[config.mk]
export PLATFORM = sky130hd
export DESIGN_NAME = serial_add_sched_flat
export DESIGN_NICKNAME = d
export VERILOG_FILES = /design/src/rtl/serial_add_sched_if.sv /design/src/rtl/serial_add_sched.sv /design/src/flat_wrapper.sv
export SDC_FILE = /design/constraint.sdc
export NUM_CORES = 1
export LEC_CHECK = 0
export CORE_ASPECT_RATIO = 1.2
export CORE_UTILIZATION = 40
export DETAILED_ROUTE_END_ITERATION = 10
export PLACE_DENSITY = 0.67
export SYNTH_ARGS = -nofsm -noshare
export SYNTH_HDL_FRONTEND = slang
export SYNTH_SLANG_ARGS = --single-unit
[constraint.sdc]
create_clock -name clk -period 1.9 [get_ports clk]
set_input_delay 0.57 -clock clk [delete_from_list [all_inputs] [get_ports clk]]
set_output_delay 0.57 -clock clk [all_outputs]
set_load 0.005 [all_outputs]
[src/rtl/serial_add_sched_if.sv]
// Client-side bundle for serial_add_sched: requests, operands, grant/done and result.
// The sub port exists only when SA_SUB_EN is defined.
interface serial_add_sched_if #(
  parameter int WIDTH = 8
);
  logic [1:0]       req;
  logic [WIDTH-1:0] a0, b0, a1, b1;
`ifdef SA_SUB_EN
  logic [1:0]       sub;
`endif
  logic [1:0]       gnt;
  logic [1:0]       done;
  logic [WIDTH:0]   sum;
  logic             busy;

`ifdef SA_SUB_EN
  modport master (output req, a0, b0, a1, b1, sub, input gnt, done, sum, busy);
  modport slave  (input req, a0, b0, a1, b1, sub, output gnt, done, sum, busy);
`else
  modport master (output req, a0, b0, a1, b1, input gnt, done, sum, busy);
  modport slave  (input req, a0, b0, a1, b1, output gnt, done, sum, busy);
`endif
endinterface

[src/rtl/serial_add_sched.sv]
// Round-robin scheduler/sequencer for a shared bit-serial adder (two requesters).
// Define SA_SUB_EN to add per-requester subtract (a - b, sum[WIDTH] = no-borrow).
module serial_add_sched #(
  parameter int WIDTH = 8
) (
  input logic               clk,
  input logic               resetn,
  serial_add_sched_if.slave bus
);
  localparam int CW = $clog2(WIDTH + 1);

  typedef enum logic [1:0] {IDLE, LOAD, SHIFT, DONE} state_t;

  state_t                 state, state_nxt;
  logic [1:0]             gnt, gnt_arb, sub_v, done_o;
  logic                   rr, c, c_nxt, bit_s, gidx, last, busy_o;
  logic [WIDTH-1:0]       sa, sb, s;
  logic [CW-1:0]          cnt;
  logic [WIDTH:0]         sum;
  logic [1:0][WIDTH-1:0]  opa, opb;

  assign opa = {bus.a1, bus.a0};
  assign opb = {bus.b1, bus.b0};
`ifdef SA_SUB_EN
  assign sub_v = bus.sub;
`else
  assign sub_v = 2'b00;
`endif

  assign gidx  = gnt[1];
  assign last  = (cnt == CW'(WIDTH - 1));
  assign bit_s = sa[0] ^ sb[0] ^ c;
  assign c_nxt = (sa[0] & sb[0]) | (sa[0] & c) | (sb[0] & c);

  // rr names the requester that wins a tie
  always_comb begin
    gnt_arb = 2'b00;
    case (bus.req)
      2'b01:   gnt_arb = 2'b01;
      2'b10:   gnt_arb = 2'b10;
      2'b11:   gnt_arb = rr ? 2'b10 : 2'b01;
      default: gnt_arb = 2'b00;
    endcase
  end

  always_ff @(posedge clk or negedge resetn) begin
    if (!resetn) state <= IDLE;
    else         state <= state_nxt;
  end

  always_comb begin
    state_nxt = state;
    case (state)
      IDLE:    if (|bus.req) state_nxt = LOAD;
      LOAD:    state_nxt = SHIFT;
      SHIFT:   if (last) state_nxt = DONE;
      DONE:    state_nxt = IDLE;
      default: state_nxt = IDLE;
    endcase
  end

  always_comb begin
    busy_o = (state != IDLE);
    done_o = (state == DONE) ? gnt : 2'b00;
  end

  always_ff @(posedge clk or negedge resetn) begin
    if (!resetn) begin
      gnt <= '0;
      rr  <= 1'b0;
      sa  <= '0;
      sb  <= '0;
      s   <= '0;
      c   <= 1'b0;
      cnt <= '0;
      sum <= '0;
    end else begin
      case (state)
        IDLE: if (|bus.req) begin
          gnt <= gnt_arb;
          rr  <= gnt_arb[0];
        end
        LOAD: begin
          // subtract is a + ~b + 1: invert b and preset the carry
          sa  <= opa[gidx];
          sb  <= sub_v[gidx] ? ~opb[gidx] : opb[gidx];
          c   <= sub_v[gidx];
          cnt <= '0;
          s   <= '0;
        end
        SHIFT: begin
          c   <= c_nxt;
          s   <= {bit_s, s[WIDTH-1:1]};
          sa  <= sa >> 1;
          sb  <= sb >> 1;
          cnt <= cnt + CW'(1);
          // result captured with the final bit so it is valid throughout DONE
          if (last) sum <= {c_nxt, bit_s, s[WIDTH-1:1]};
        end
        DONE: gnt <= '0;
        default: ;
      endcase
    end
  end

  assign bus.gnt  = gnt;
  assign bus.done = done_o;
  assign bus.sum  = sum;
  assign bus.busy = busy_o;
endmodule
[src/flat_wrapper.sv]
// flat-port wrapper written by rule: the top's interface ports become plain ports
module serial_add_sched_flat 
#(
  parameter int WIDTH = 8
)
  (clk, resetn, bus_req, bus_a0, bus_b0, bus_a1, bus_b1, bus_gnt, bus_done, bus_sum, bus_busy);
  serial_add_sched_if #(.WIDTH(WIDTH)) bus_i ();
  input logic clk;
  input logic resetn;
  input wire logic [$bits(bus_i.req)-1:0] bus_req;
  input wire logic [$bits(bus_i.a0)-1:0] bus_a0;
  input wire logic [$bits(bus_i.b0)-1:0] bus_b0;
  input wire logic [$bits(bus_i.a1)-1:0] bus_a1;
  input wire logic [$bits(bus_i.b1)-1:0] bus_b1;
  output wire logic [$bits(bus_i.gnt)-1:0] bus_gnt;
  output wire logic [$bits(bus_i.done)-1:0] bus_done;
  output wire logic [$bits(bus_i.sum)-1:0] bus_sum;
  output wire logic [$bits(bus_i.busy)-1:0] bus_busy;
  assign bus_i.req = bus_req;
  assign bus_i.a0 = bus_a0;
  assign bus_i.b0 = bus_b0;
  assign bus_i.a1 = bus_a1;
  assign bus_i.b1 = bus_b1;
  assign bus_gnt = bus_i.gnt;
  assign bus_done = bus_i.done;
  assign bus_sum = bus_i.sum;
  assign bus_busy = bus_i.busy;
  serial_add_sched #(.WIDTH(WIDTH)) u_core (.clk(clk), .resetn(resetn), .bus(bus_i));
endmodule
==> results_tabular.tex, run 1 <==
\begin{tabular}{lr}
\hline
Metric & Value \\
\hline
\multicolumn{2}{l}{\textbf{Setup path}} \\
\quad Cell-by-cell trace of the critical path & clkdlybuf4s50\_1 \\
\quad Path type of the worst setup path & register to output pin \\
\quad Required arrival time at the worst endpoint & $\sim$1300 ps \\
\quad Top Family by Delay on Critical Path & buffers and inverters \\
\quad Peak per-stage delay on the critical path & between 500 and 600 ps \\
\quad Kind of start point of the critical path & register \\
\quad Kind of end point of the critical path & output pin \\
\quad Crit-path slowest cell & sky130\_fd\_sc\_hd\_\_clkdlybuf4s50\_1 \\
\quad Maximum fanout along the worst path & 5 \\
\quad Worst path arrival time & around 1200 ps \\
\quad Crit path buffers/inverters & 1 \\
\multicolumn{2}{l}{\textbf{Synth}} \\
\quad Proportion of synthesized chip area in sequential cells & between 50 and 60\% \\
\quad Syn\_nets & approximately 260 \\
\quad Cell type with the highest aggregate area in the netlist & sky130\_fd\_sc\_hd\_\_dfrtp\_1 \\
\quad Cell count after synthesis & about 220 \\
\quad Unique masters post-synth & 32 \\
\quad Async set or reset register ratio after synthesis & between 90\% and 100\% \\
\quad Share of the synthesized area in the top cell type & around 50\% \\
\quad Flip-flop and latch count after synthesis & 42 \\
\quad Dominant register cell in the synthesized netlist & sky130\_fd\_sc\_hd\_\_dfrtp\_1 \\
\quad Ys Warns & 0 \\
\quad Most common library cells after synthesis & sky130\_fd\_sc\_hd\_\_dfrtp\_1, sky130\_fd\_sc\_hd\_\_o21ai\_0, sky130\_fd\_sc\_hd\_\_inv\_1 \\
\quad Count of flip-flops with a built-in enable after synthesis & 0 \\
\quad Post-synthesis instance area & roughly 0.0021 mm2 \\
\quad Most common cell in the netlist & sky130\_fd\_sc\_hd\_\_dfrtp\_1 \\
\quad Avg Synthesized Cell Area & $\sim$9.7 um2 \\
\quad Most area-consuming cells after synthesis & sky130\_fd\_sc\_hd\_\_dfrtp\_1, sky130\_fd\_sc\_hd\_\_o21ai\_0, sky130\_fd\_sc\_hd\_\_inv\_1 \\
\multicolumn{2}{l}{\textbf{CTS}} \\
\quad Later-pin clock latency in the skew report & just under 300 ps \\
\quad H-tree lvl count & 2 \\
\quad Largest buffer count on any clock path & 2 \\
\quad Cts hold-fix bufs & 0 \\
\quad Clock-pin slew reported for the worst setup and hold paths after clock tree synthesis & 80 ps \\
\quad Number of buffers added by the clock tree synthesis step & 5 \\
\quad Clock Sinks & 42 \\
\quad Master cell of the clock root buffer & sky130\_fd\_sc\_hd\_\_clkbuf\_8 \\
\quad TritonCTS clock tree & done \\
\multicolumn{2}{l}{\textbf{Detailed routing}} \\
\quad First drt pass iteration count & 4 \\
\quad DR DRC count & 0 \\
\quad First-iteration detailed-routing DRC count & 91 \\
\quad DR WL/cell & around 12 um \\
\quad Antenna Violating Nets Remaining & 0 \\
\quad DRT Wirelength & between 3000 and 4000 um \\
\quad Detailed-route vias per instance & around 5 \\
\quad Via count & about 1600 \\
\multicolumn{2}{l}{\textbf{Timing}} \\
\quad Final cycle utilization of the critical path & between 90 and 100\% \\
\quad Final-report setup violation count & 0 \\
\quad Time the worst path needs with I/O delays and setup & 1814 ps \\
\quad Unrepaired setup endpoints after global routing & no \\
\quad Slack of the critical path & roughly 86 ps \\
\quad Slew margin rel. & between 60\% and 70\% \\
\quad Actual transition at the worst max-transition pin & roughly 520 ps \\
\quad Final hold violation count & 0 \\
\quad Maximum clock rate & roughly 550 MHz \\
\quad Worst clock skew on the final layout & around 2.7 ps \\
\quad Number of max-slew violations in the final report & 0 \\
\multicolumn{2}{l}{\textbf{Global route}} \\
\quad Largest net degree at the start of global routing & 56 \\
\quad Number of global-route vias before repair & 1522 \\
\quad Tot GR Track Use & between 10\% and 20\% \\
\quad First-pass GRT wire length & $\sim$6500 um \\
\quad Antenna violations before repair & 0 \\
\quad Gr ovfl total & 0 \\
\multicolumn{2}{l}{\textbf{Final layout}} \\
\quad Share of post-route cells with drive strength above 1 & about an eighth \\
\quad Cell Count, Final, Fillers Out & around 330 \\
\quad Final \#Nets & around 310 \\
\quad Area added between synthesis and finish & 33.07\% \\
\quad Filler Cell Count & roughly 480 \\
\quad Utilization of the core after routing & between 50\% and 60\% \\
\quad Number of diodes added for antenna fixing & 0 \\
\quad Multi-input gate area in the final layout & around 860 um2 \\
\quad FF+latch area & between 0.001 and 0.0015 mm2 \\
\multicolumn{2}{l}{\textbf{Die}} \\
\quad Rows & 28 \\
\quad Die Footprint & around 0.0055 mm2 \\
\quad Height of the die & between 80 and 90 um \\
\quad Die span in x & just under 70 um \\
\quad Core region area & 0.004975 mm2 \\
\quad Number of primary I/O pins & 50 \\
\quad Initial standard-cell utilization of the core & between 40 and 50\% \\
\multicolumn{2}{l}{\textbf{Worst hold path}} \\
\quad Tightest Hold Check Type & input port to async pin \\
\multicolumn{2}{l}{\textbf{Placed design}} \\
\quad Post-Place Cells & between 300 and 400 \\
\quad Placement Setup Slack & 62.13 ps \\
\quad Detail Placement HPWL & 2726 um \\
\quad Global placer's final weighted congestion & between 0.7 and 0.8 \\
\quad Count of buffers from port buffering & approximately 50 \\
\multicolumn{2}{l}{\textbf{Run}} \\
\quad Max-capacitance violation count & 0 \\
\multicolumn{2}{l}{\textbf{Power}} \\
\quad Power Density & 1432 mW/mm2 \\
\quad Max VDD drop & around 0.88 mV \\
\quad Leakage component of the power & between 1 and 1.5 nW \\
\multicolumn{2}{l}{\textbf{Status}} \\
\quad Run status & complete, no violations \\
\hline
\end{tabular}
## cell type report
cell class              count  area share [%]
well taps                  60           2.697
clock buffers               8           3.955
inverters                  31           4.315
repair buffers             60           20.45
multi-input cells         128           30.83
flip-flops and latches     42           37.75
## layer usage
metal  track usage, %  vias to the layer above  part of all wire [%]
met5                0                        -                     0
met3            4.213                        6                   3.7
li1                 -                      848                     -
met2            26.76                       37                    48
met4            6.875                        0                   1.7
met1            18.74                      728                    46
## cells by family (layout without fill, tap and decap cells)
logic type	after synthesis	after routing	share of synthesized area, %
AO/OA/AOI/OAI	71	71	20.69
adder cells (fa/ha/maj)	5	5	3.349
buffers and inverters	45	99	9.449
flip-flops	42	42	50.24
multiplexers	7	7	3.708
AND/OR/NAND/NOR	45	45	12.56
## placed cells by master (no fill, tap or decap), drive strengths merged, types with 2 or more instances in the layout
| cell type | netlist | final |
|---|---|---|
| nand2 | 11 | 11 |
| a211oi | 14 | 14 |
| buf | 10 | 12 |
| nand3 | 12 | 12 |
| a31oi | 3 | 3 |
| clkdlybuf4s50 | 0 | 45 |
| mux2i | 4 | 4 |
| mux2 | 3 | 3 |
| clkbuf | 4 | 11 |
| inv | 31 | 30 |
| o21ai | 32 | 32 |
| a21oi | 2 | 2 |
| and2 | 2 | 2 |
| o22ai | 16 | 16 |
| nor2b | 14 | 14 |
| dfrtp | 42 | 42 |
| ha | 4 | 4 |
## stage by stage
step	power (mW)	area, um2	hold slack [ps]	TNS, ps
6_report	3.987	2784	334.5	0
2_1_floorplan	2.747	2092	274.4	0
3_5_place_dp	3.287	2636	469.2	0
3_3_place_gp	3.232	2636	460.6	0
5_1_grt	4.372	2784	382.0	0
4_1_cts	4.002	2778	349.3	-63.03
## state kept, by name (all words and copies together) (netlist names)
register	cells
u_core.sb	8
u_core.bus.gnt	2
u_core.cnt	4
u_core.rr	1
u_core.sa	8
u_core.state	2
u_core.s	7
u_core.c	1
u_core.bus.sum	9
## where the power goes
group / total (mW) / switching (mW) / internal, mW / leakage [nW]
Combinational: 1.97 / 1.08 / 0.896 / 0.610
Sequential: 1.36 / 0.171 / 1.18 / 0.547
Clock: 0.658 / 0.292 / 0.367 / 0.0575
Total: 3.99 / 1.54 / 2.45 / 1.21
## worst paths after layout
path                       depth (start not counted)  slack, ps                     startpoint                            end
max reg2reg                                        7        170    u_core.state[1]$_DFFE_PN0P_       u_core.sb[2]$_DFFE_PN0P_
min in group clk                                   2        480  u_core.bus.sum[4]$_DFFE_PN0P_  u_core.bus.sum[4]$_DFFE_PN0P_
max in group asynchronous                          2       1210                         resetn       u_core.sb[5]$_DFFE_PN0P_
max                                                1         90  u_core.bus.gnt[1]$_DFFE_PN0P_                     bus_gnt[1]
min reg2reg                                        2        480  u_core.bus.sum[4]$_DFFE_PN0P_  u_core.bus.sum[4]$_DFFE_PN0P_
min                                                2        330                         resetn  u_core.bus.sum[5]$_DFFE_PN0P_
## repair_timing
item / CTS / global route
gates resized for setup: 5 / 9
pin swaps: 1 / 0
endpoints found under the setup margin: 3 / 12
endpoints found under the hold margin: 0 / 0
setup buffers: 3 / 1
(Power assumes the default switching activity.)
==> run 2: changes to the inputs <==
--- a/config.mk
+++ b/config.mk
@@ -5,6 +5,7 @@
 export SDC_FILE = /design/constraint.sdc
 export NUM_CORES = 1
 export LEC_CHECK = 0
+export ABC_AREA = 1
 export CORE_ASPECT_RATIO = 1.2
 export CORE_UTILIZATION = 40
 export DETAILED_ROUTE_END_ITERATION = 10
==> constraint.sdc (replaced) <==
create_clock -name clk -period 2.11 [get_ports clk]
set_input_delay 0.633 -clock clk [delete_from_list [all_inputs] [get_ports clk]]
set_output_delay 0.633 -clock clk [all_outputs]
set_load 0.005 [all_outputs]
==> results_tabular.tex, run 2 <==
\begin{tabular}{lr}
\hline
Metric & Value \\
\hline
\multicolumn{2}{l}{\textbf{Synth}} \\
\quad Dominant register cell in the synthesized netlist & sky130\_fd\_sc\_hd\_\_dfrtp\_1 \\
\quad Count of flip-flops with a built-in enable after synthesis & 0 \\
\quad Flip-flop and latch count after synthesis & between 40 and 50 \\
\quad Ys Warns & 0 \\
\quad Most common library cells after synthesis & sky130\_fd\_sc\_hd\_\_nand2\_1, sky130\_fd\_sc\_hd\_\_dfrtp\_1, sky130\_fd\_sc\_hd\_\_nand3\_1, sky130\_fd\_sc\_hd\_\_nor2\_1, sky130\_fd\_sc\_hd\_\_o21ai\_0 \\
\quad Avg Synthesized Cell Area & approximately 8.3 um2 \\
\quad Unique masters post-synth & 21 \\
\quad Proportion of synthesized chip area in sequential cells & $\sim$52\% \\
\quad Most common cell in the netlist & sky130\_fd\_sc\_hd\_\_nand2\_1 \\
\quad Cell count after synthesis & 242 \\
\quad Share of the synthesized area in the top cell type & approximately 52\% \\
\quad Cell type with the highest aggregate area in the netlist & sky130\_fd\_sc\_hd\_\_dfrtp\_1 \\
\quad Most area-consuming cells after synthesis & sky130\_fd\_sc\_hd\_\_dfrtp\_1, sky130\_fd\_sc\_hd\_\_nand2\_1, sky130\_fd\_sc\_hd\_\_nand3\_1 \\
\quad Syn\_nets & roughly 280 \\
\quad Post-synthesis instance area & about 0.0020 mm2 \\
\quad Async set or reset register ratio after synthesis & 100.0\% \\
\multicolumn{2}{l}{\textbf{Final layout}} \\
\quad Share of post-route cells with drive strength above 1 & roughly 7.4\% \\
\quad Area added between synthesis and finish & 32.65\% \\
\quad Commonest non-fill, non-tap cell in the layout & sky130\_fd\_sc\_hd\_\_nand2\_1 \\
\quad Utilization of the core after routing & around 57\% \\
\quad Final \#Nets & roughly 340 \\
\quad Number of diodes added for antenna fixing & 0 \\
\quad Flip-flop count of the largest register, all copies and words added & 9 \\
\quad Filler Cell Count & roughly 460 \\
\quad Multi-input gate area in the final layout & 820.8 um2 \\
\quad Largest registers & u\_core.bus.sum (9), u\_core.sa (8), u\_core.sb (8) \\
\quad FF+latch area & 0.001051 mm2 \\
\quad Most frequent cells in the layout & sky130\_fd\_sc\_hd\_\_nand2\_1, sky130\_fd\_sc\_hd\_\_clkdlybuf4s50\_1, sky130\_fd\_sc\_hd\_\_dfrtp\_1 \\
\quad Register containing the most flip-flops in the final layout & u\_core.bus.sum \\
\multicolumn{2}{l}{\textbf{Power}} \\
\quad Part of the power in registers & roughly a third \\
\quad Sw Pwr & between 1.5 and 2 mW \\
\quad Leakage component of the power & roughly 1.3 nW \\
\quad Combinational fraction of design power & between 50\% and 60\% \\
\quad Switching share of power & a little over two fifths \\
\quad Proportion of power drawn by the clock network & around 15\% \\
\quad P\_int & 1.984 mW \\
\quad Max VDD drop & about 1.0 mV \\
\quad Power Density & $\sim$1300 mW/mm2 \\
\multicolumn{2}{l}{\textbf{Die}} \\
\quad Die span in x & 66.86 um \\
\quad Height of the die & around 80 um \\
\quad Number of primary I/O pins & 50 \\
\quad Rows & 27 \\
\quad Die Footprint & between 0.005 and 0.006 mm2 \\
\quad Initial standard-cell utilization of the core & between 40\% and 50\% \\
\quad Core region area & approximately 0.0047 mm2 \\
\multicolumn{2}{l}{\textbf{Setup path}} \\
\quad Path type of the worst setup path & register to output pin \\
\quad Maximum fanout along the worst path & 4 \\
\quad Count of cell instances traversed by the critical path & 4 \\
\quad Worst path arrival time & $\sim$1300 ps \\
\quad Crit path buffers/inverters & 3 \\
\quad Top Family by Delay on Critical Path & flip-flops \\
\quad CP startpoint & u\_core.state[1]\$\_DFFE\_PN0P\_ \\
\quad Endpoint of the worst-slack reg-to-reg timing path & u\_core.sb[6]\$\_DFFE\_PN0P\_ \\
\quad Endpoint of the worst setup timing path & bus\_busy \\
\quad Kind of start point of the critical path & register \\
\quad Crit-path slowest cell & sky130\_fd\_sc\_hd\_\_dfrtp\_1 \\
\quad Kind of end point of the critical path & output pin \\
\quad CP dominant cell by count & sky130\_fd\_sc\_hd\_\_inv\_1 \\
\quad Depth of the worst register-to-register path & 7 \\
\quad Peak per-stage delay on the critical path & 450 ps \\
\quad Cell-by-cell trace of the critical path & inv\_1, ha\_2, inv\_1, dlygate4sd2\_1 \\
\quad FF-to-FF Start & u\_core.state[1]\$\_DFFE\_PN0P\_ \\
\quad Required arrival time at the worst endpoint & 1480 ps \\
\quad Register-to-register setup slack & $\sim$350 ps \\
\multicolumn{2}{l}{\textbf{Timing}} \\
\quad Time the worst path needs with I/O delays and setup & 1970 ps \\
\quad Slew margin rel. & 69.68\% \\
\quad Unrepaired setup endpoints after global routing & no \\
\quad Number of max-slew violations in the final report & 0 \\
\quad Final hold violation count & 0 \\
\quad Final-report setup violation count & 0 \\
\quad Final cycle utilization of the critical path & between 90\% and 100\% \\
\quad Worst clock skew on the final layout & about 6.2 ps \\
\quad Sum of negative setup slack & 0 ps \\
\quad Actual transition at the worst max-transition pin & roughly 450 ps \\
\quad Maximum clock rate & 507.6 MHz \\
\multicolumn{2}{l}{\textbf{Run}} \\
\quad Max-capacitance violation count & 0 \\
\multicolumn{2}{l}{\textbf{Detailed routing}} \\
\quad First-iteration detailed-routing DRC count & 80 \\
\quad DR WL/cell & roughly 12 um \\
\quad DR DRC count & 0 \\
\quad Detailed-route vias per instance & a little under 5 \\
\quad Via count & 1752 \\
\quad Antenna Violating Nets Remaining & 0 \\
\quad DRT Wirelength & 4354 um \\
\quad First drt pass iteration count & 4 \\
\multicolumn{2}{l}{\textbf{Global route}} \\
\quad First-pass GRT wire length & approximately 7400 um \\
\quad Antenna violations before repair & 0 \\
\quad Largest net degree at the start of global routing & 22 \\
\quad Number of global-route vias before repair & approximately 1700 \\
\quad Gr ovfl total & 0 \\
\quad Tot GR Track Use & 18.21\% \\
\multicolumn{2}{l}{\textbf{CTS}} \\
\quad Master cell of the clock root buffer & sky130\_fd\_sc\_hd\_\_clkbuf\_8 \\
\quad Cts hold-fix bufs & 0 \\
\quad Largest buffer count on any clock path & 2 \\
\quad TritonCTS clock tree & done \\
\quad Clock Sinks & 42 \\
\quad Number of buffers added by the clock tree synthesis step & 5 \\
\quad Clock-pin slew reported for the worst setup and hold paths after clock tree synthesis & roughly 80 ps \\
\quad Later-pin clock latency in the skew report & between 200 and 300 ps \\
\quad H-tree lvl count & 2 \\
\multicolumn{2}{l}{\textbf{Placed design}} \\
\quad Global placer's final weighted congestion & approximately 0.74 \\
\quad Detail Placement HPWL & about 3100 um \\
\quad Count of buffers from port buffering & 49 \\
\multicolumn{2}{l}{\textbf{Status}} \\
\quad Run status & complete, no violations \\
\multicolumn{2}{l}{\textbf{Worst hold path}} \\
\quad Tightest Hold Check Type & input port to async pin \\
\hline
\end{tabular}
run 2: per-layer routing:
layer	part of all wire (%)	track usage, %	up-vias
li1	-	-	893
met1	48	23.61	786
met2	45	30.00	65
met3	6.0	4.286	8
met4	1.1	4.894	0
met5	0	0	-
run 2: how the worst min path moves through the flow:
stage                                         end                          start  cells past startpoint
floorplan           u_core.bus.gnt[0]$_DFFE_PN0P_                         resetn                      0
global placement    u_core.bus.sum[2]$_DFFE_PN0P_  u_core.bus.sum[2]$_DFFE_PN0P_                      2
detailed placement          u_core.rr$_DFFE_PN0P_          u_core.rr$_DFFE_PN0P_                      2
CTS                       u_core.s[6]$_DFFE_PN0P_                         resetn                      1
global route              u_core.s[6]$_DFFE_PN0P_                         resetn                      1
finish                u_core.state[0]$_DFFE_PN0P_                         resetn                      1
run 2: logic make-up (layout without fill, tap and decap cells):
kind of cell	count (synthesis)	after routing	share of synthesized area, %
AND/OR/NAND/NOR	118	118	25.22
AO/OA/AOI/OAI	43	43	11.21
flip-flops	42	42	52.04
buffers and inverters	34	89	8.054
adder cells (fa/ha/maj)	5	5	3.470
run 2: stage by stage:
stage / hold slack [ps] / cells / area (um2) / power (mW) / setup slack (ps)
floorplan: 337.4 / 242 / 2019 / 2.474 / 685.2
global placement: 466.5 / 344 / 2546 / 2.895 / 252.0
detailed placement: 460.7 / 344 / 2546 / 2.943 / 241.7
CTS: 302.5 / 353 / 2659 / 3.506 / -0.6812
global route: 321.7 / 355 / 2679 / 3.855 / 69.89
finish: 288.8 / 355 / 2679 / 3.500 / 139.8
run 2: power by group through the flow:
stage | Sequential, mW | Clock, mW | Combinational (mW)
floorplan | 1.20 | 0 | 1.27
global placement | 1.22 | 0 | 1.67
detailed placement | 1.23 | 0 | 1.71
CTS | 1.23 | 0.536 | 1.74
global route | 1.26 | 0.568 | 2.03
finish | 1.23 | 0.520 | 1.75
run 2: layout make-up:
type | instances | share of cell area (%)
Sequential cell | 42 | 39.23
Multi-Input combinational cell | 166 | 30.64
Timing Repair Buffer | 58 | 20.78
Clock buffer | 7 | 3.223
Inverter | 23 | 3.223
Tap cell | 58 | 2.709
Clock inverter | 1 | 0.1868
run 2: repair_timing:
action / CTS / global route
endpoints found under the setup margin: 3 / 2
pin swaps: 0 / 1
buffers inserted: 1 / 2
gates resized for setup: 4 / 2
==> patch (config.mk and constraints of run 1) <==
`WIDTH` is set to 8 in 3 places; all go to 16.
--- a/src/rtl/serial_add_sched_if.sv
+++ b/src/rtl/serial_add_sched_if.sv
@@ -1,7 +1,7 @@
 // Client-side bundle for serial_add_sched: requests, operands, grant/done and result.
 // The sub port exists only when SA_SUB_EN is defined.
 interface serial_add_sched_if #(
-  parameter int WIDTH = 8
+  parameter int WIDTH = 16
 );
   logic [1:0]       req;
   logic [WIDTH-1:0] a0, b0, a1, b1;
--- a/src/rtl/serial_add_sched.sv
+++ b/src/rtl/serial_add_sched.sv
@@ -1,7 +1,7 @@
 // Round-robin scheduler/sequencer for a shared bit-serial adder (two requesters).
 // Define SA_SUB_EN to add per-requester subtract (a - b, sum[WIDTH] = no-borrow).
 module serial_add_sched #(
-  parameter int WIDTH = 8
+  parameter int WIDTH = 16
 ) (
   input logic               clk,
   input logic               resetn,
--- a/src/flat_wrapper.sv
+++ b/src/flat_wrapper.sv
@@ -1,7 +1,7 @@
 // flat-port wrapper written by rule: the top's interface ports become plain ports
 module serial_add_sched_flat 
 #(
-  parameter int WIDTH = 8
+  parameter int WIDTH = 16
 )
   (clk, resetn, bus_req, bus_a0, bus_b0, bus_a1, bus_b1, bus_gnt, bus_done, bus_sum, bus_busy);
   serial_add_sched_if #(.WIDTH(WIDTH)) bus_i ();
Interface: changed (5 resized); port bits go from 50 to 90. The function was not compared with the original's and may differ.
==> patch against run 1 <==
Area after synthesis grew 82%. Setup slack lost 0.036 ns. Non-clock buffer count grew 47. Critical path type unchanged. Power grew 87%. Hold slack lost 0.17 ns. Largest power group unchanged. Cell count grew 73%. Wire length grew 110%. Clock skew grew 0.0088 ns. Count of clock-buffer cells in the layout grew 6. Design area grew 80%. Sequential cell count grew 33. Critical endpoint unchanged.
==> patch: results (changes against run 1) <==
largest net degree at the start of global routing 63 (+13%); Regs by FF count u_core.bus.sum x17, u_core.sa x16, u_core.sb x16; top post-synthesis cells by area dfrtp_1 (49%), a211oi_2 (9.2%), o2bb2ai_1 (7.6%); Initial DRC Count 138 (+52%); dpl cell area 0.00477 mm^2 (+81%); family with the most delay on the worst path buffers and inverters; Critical Path End bus_gnt[1]; capturing point of the worst reg2reg path u_core.sa[1]; final wirelength 8.15 mm (+110%); CP startpoint u_core.bus.gnt[1]; post-synthesis net count 430 (+68%); Worst Clk Skew 0.0115 ns (+0.00881 ns); P per Cell Area 1490 mW/mm^2 (+4.1%); crit path DAT 1.28 ns (+0.04 ns); CTS Buf Count 9 (+4); Yosys cell types 36 (+13%); fraction of layout cells with a size suffix above 1 0.165 (+0.0347); vias in the first global route 2994 (+97%); Syn Inst Count 356 (+66%); R2R Setup Slk ~0.18 ns; Post-Synth XOR/XNOR Area 0 (unchanged); CP max stage cell clkdlybuf4s50_1; antenna violations before repair 0 (unchanged); r2r startpoint u_core.state[0]; Synth Warn # 0 (unchanged); Worst Tran Pin Value 0.414 ns (-0.104 ns); Clk Latency, worst-skew pair 0.34 ns (+0.05 ns); status completed; first-pass GRT wire length 13.8 mm (+110%); Leak 2.01 nW (+65%); met3 Use GR 0.0418 (-0.000294); depth of the CTS H-tree 3 (+1); Place WS 0.0600 ns (-0.00209 ns); Max IR drop VDD 799 uV (-9.2%); GRT Total Usage 0.173 (+0.0135); min cycle time layout 1.85 ns (+0.0362 ns); Post-CTS Resized 21 (+16); Compound-Gate Fraction of Synth Area 0.277 (+0.0696); Post-Synth Adder-Cell Area 0.0217 (-0.0118); GPL Wtd Cong 0.729 (-3.7%); Synth top cells by count dfrtp_1 (75), o21ai_0 (46), o2bb2ai_1 (33); WL/cell 14.3 um (+22%); DP Wirelength 5.67 mm (+110%); Hold/Removal Path Class in2async; Hold Buf Count CTS 0 (unchanged); sequential fraction of the synthesis area 0.493 (-0.00978); met1 usage 0.225 (+0.0373); IO Port Bufs 89 (+82%); # Post-CTS Setup Buffers 4 (+1); M2 GR Usage 0.288 (+0.0202); placed cell count 549 (+73%); Switch Pwr 0.00299 W (+95%); Clock net power 0.00118 W (+79%); nets 518 (+68%); multiplexer share of the synthesized area 0.0164 (-0.0207); Comb pwr share 0.514 (+0.019); post-DR vias/cell 5.13 (+4.3%)
patch: layout make-up:
| type | count | area, um^2 |
|---|---|---|
| well taps | 120 | 150 |
| flip-flops and latches | 75 | 1880 |
| fillers | 791 | 4120 |
| clock buffers | 14 | 153 |
| clock inverters | 2 | 35.0 |
| inverters | 23 | 91.3 |
| repair buffers | 107 | 1050 |
| multi-input cells | 228 | 1650 |
patch: worst min-delay path by stage:
stage	startpoint	to	slack, ns
5_1_grt	resetn	u_core.s[11]	0.18
3_3_place_gp	u_core.sb[14]	u_core.sb[14]	0.47
6_report	resetn	u_core.s[11]	0.16
2_1_floorplan	resetn	u_core.bus.gnt[0]	0.27
3_5_place_dp	u_core.sb[13]	u_core.sb[13]	0.47
4_1_cts	resetn	u_core.s[11]	0.17
patch: per-layer routing:
metal  wire length, um  part of all wire
met5                 0                 0
met4                89             0.011
met3               404             0.050
met2              3710              0.45
met1              3950              0.48
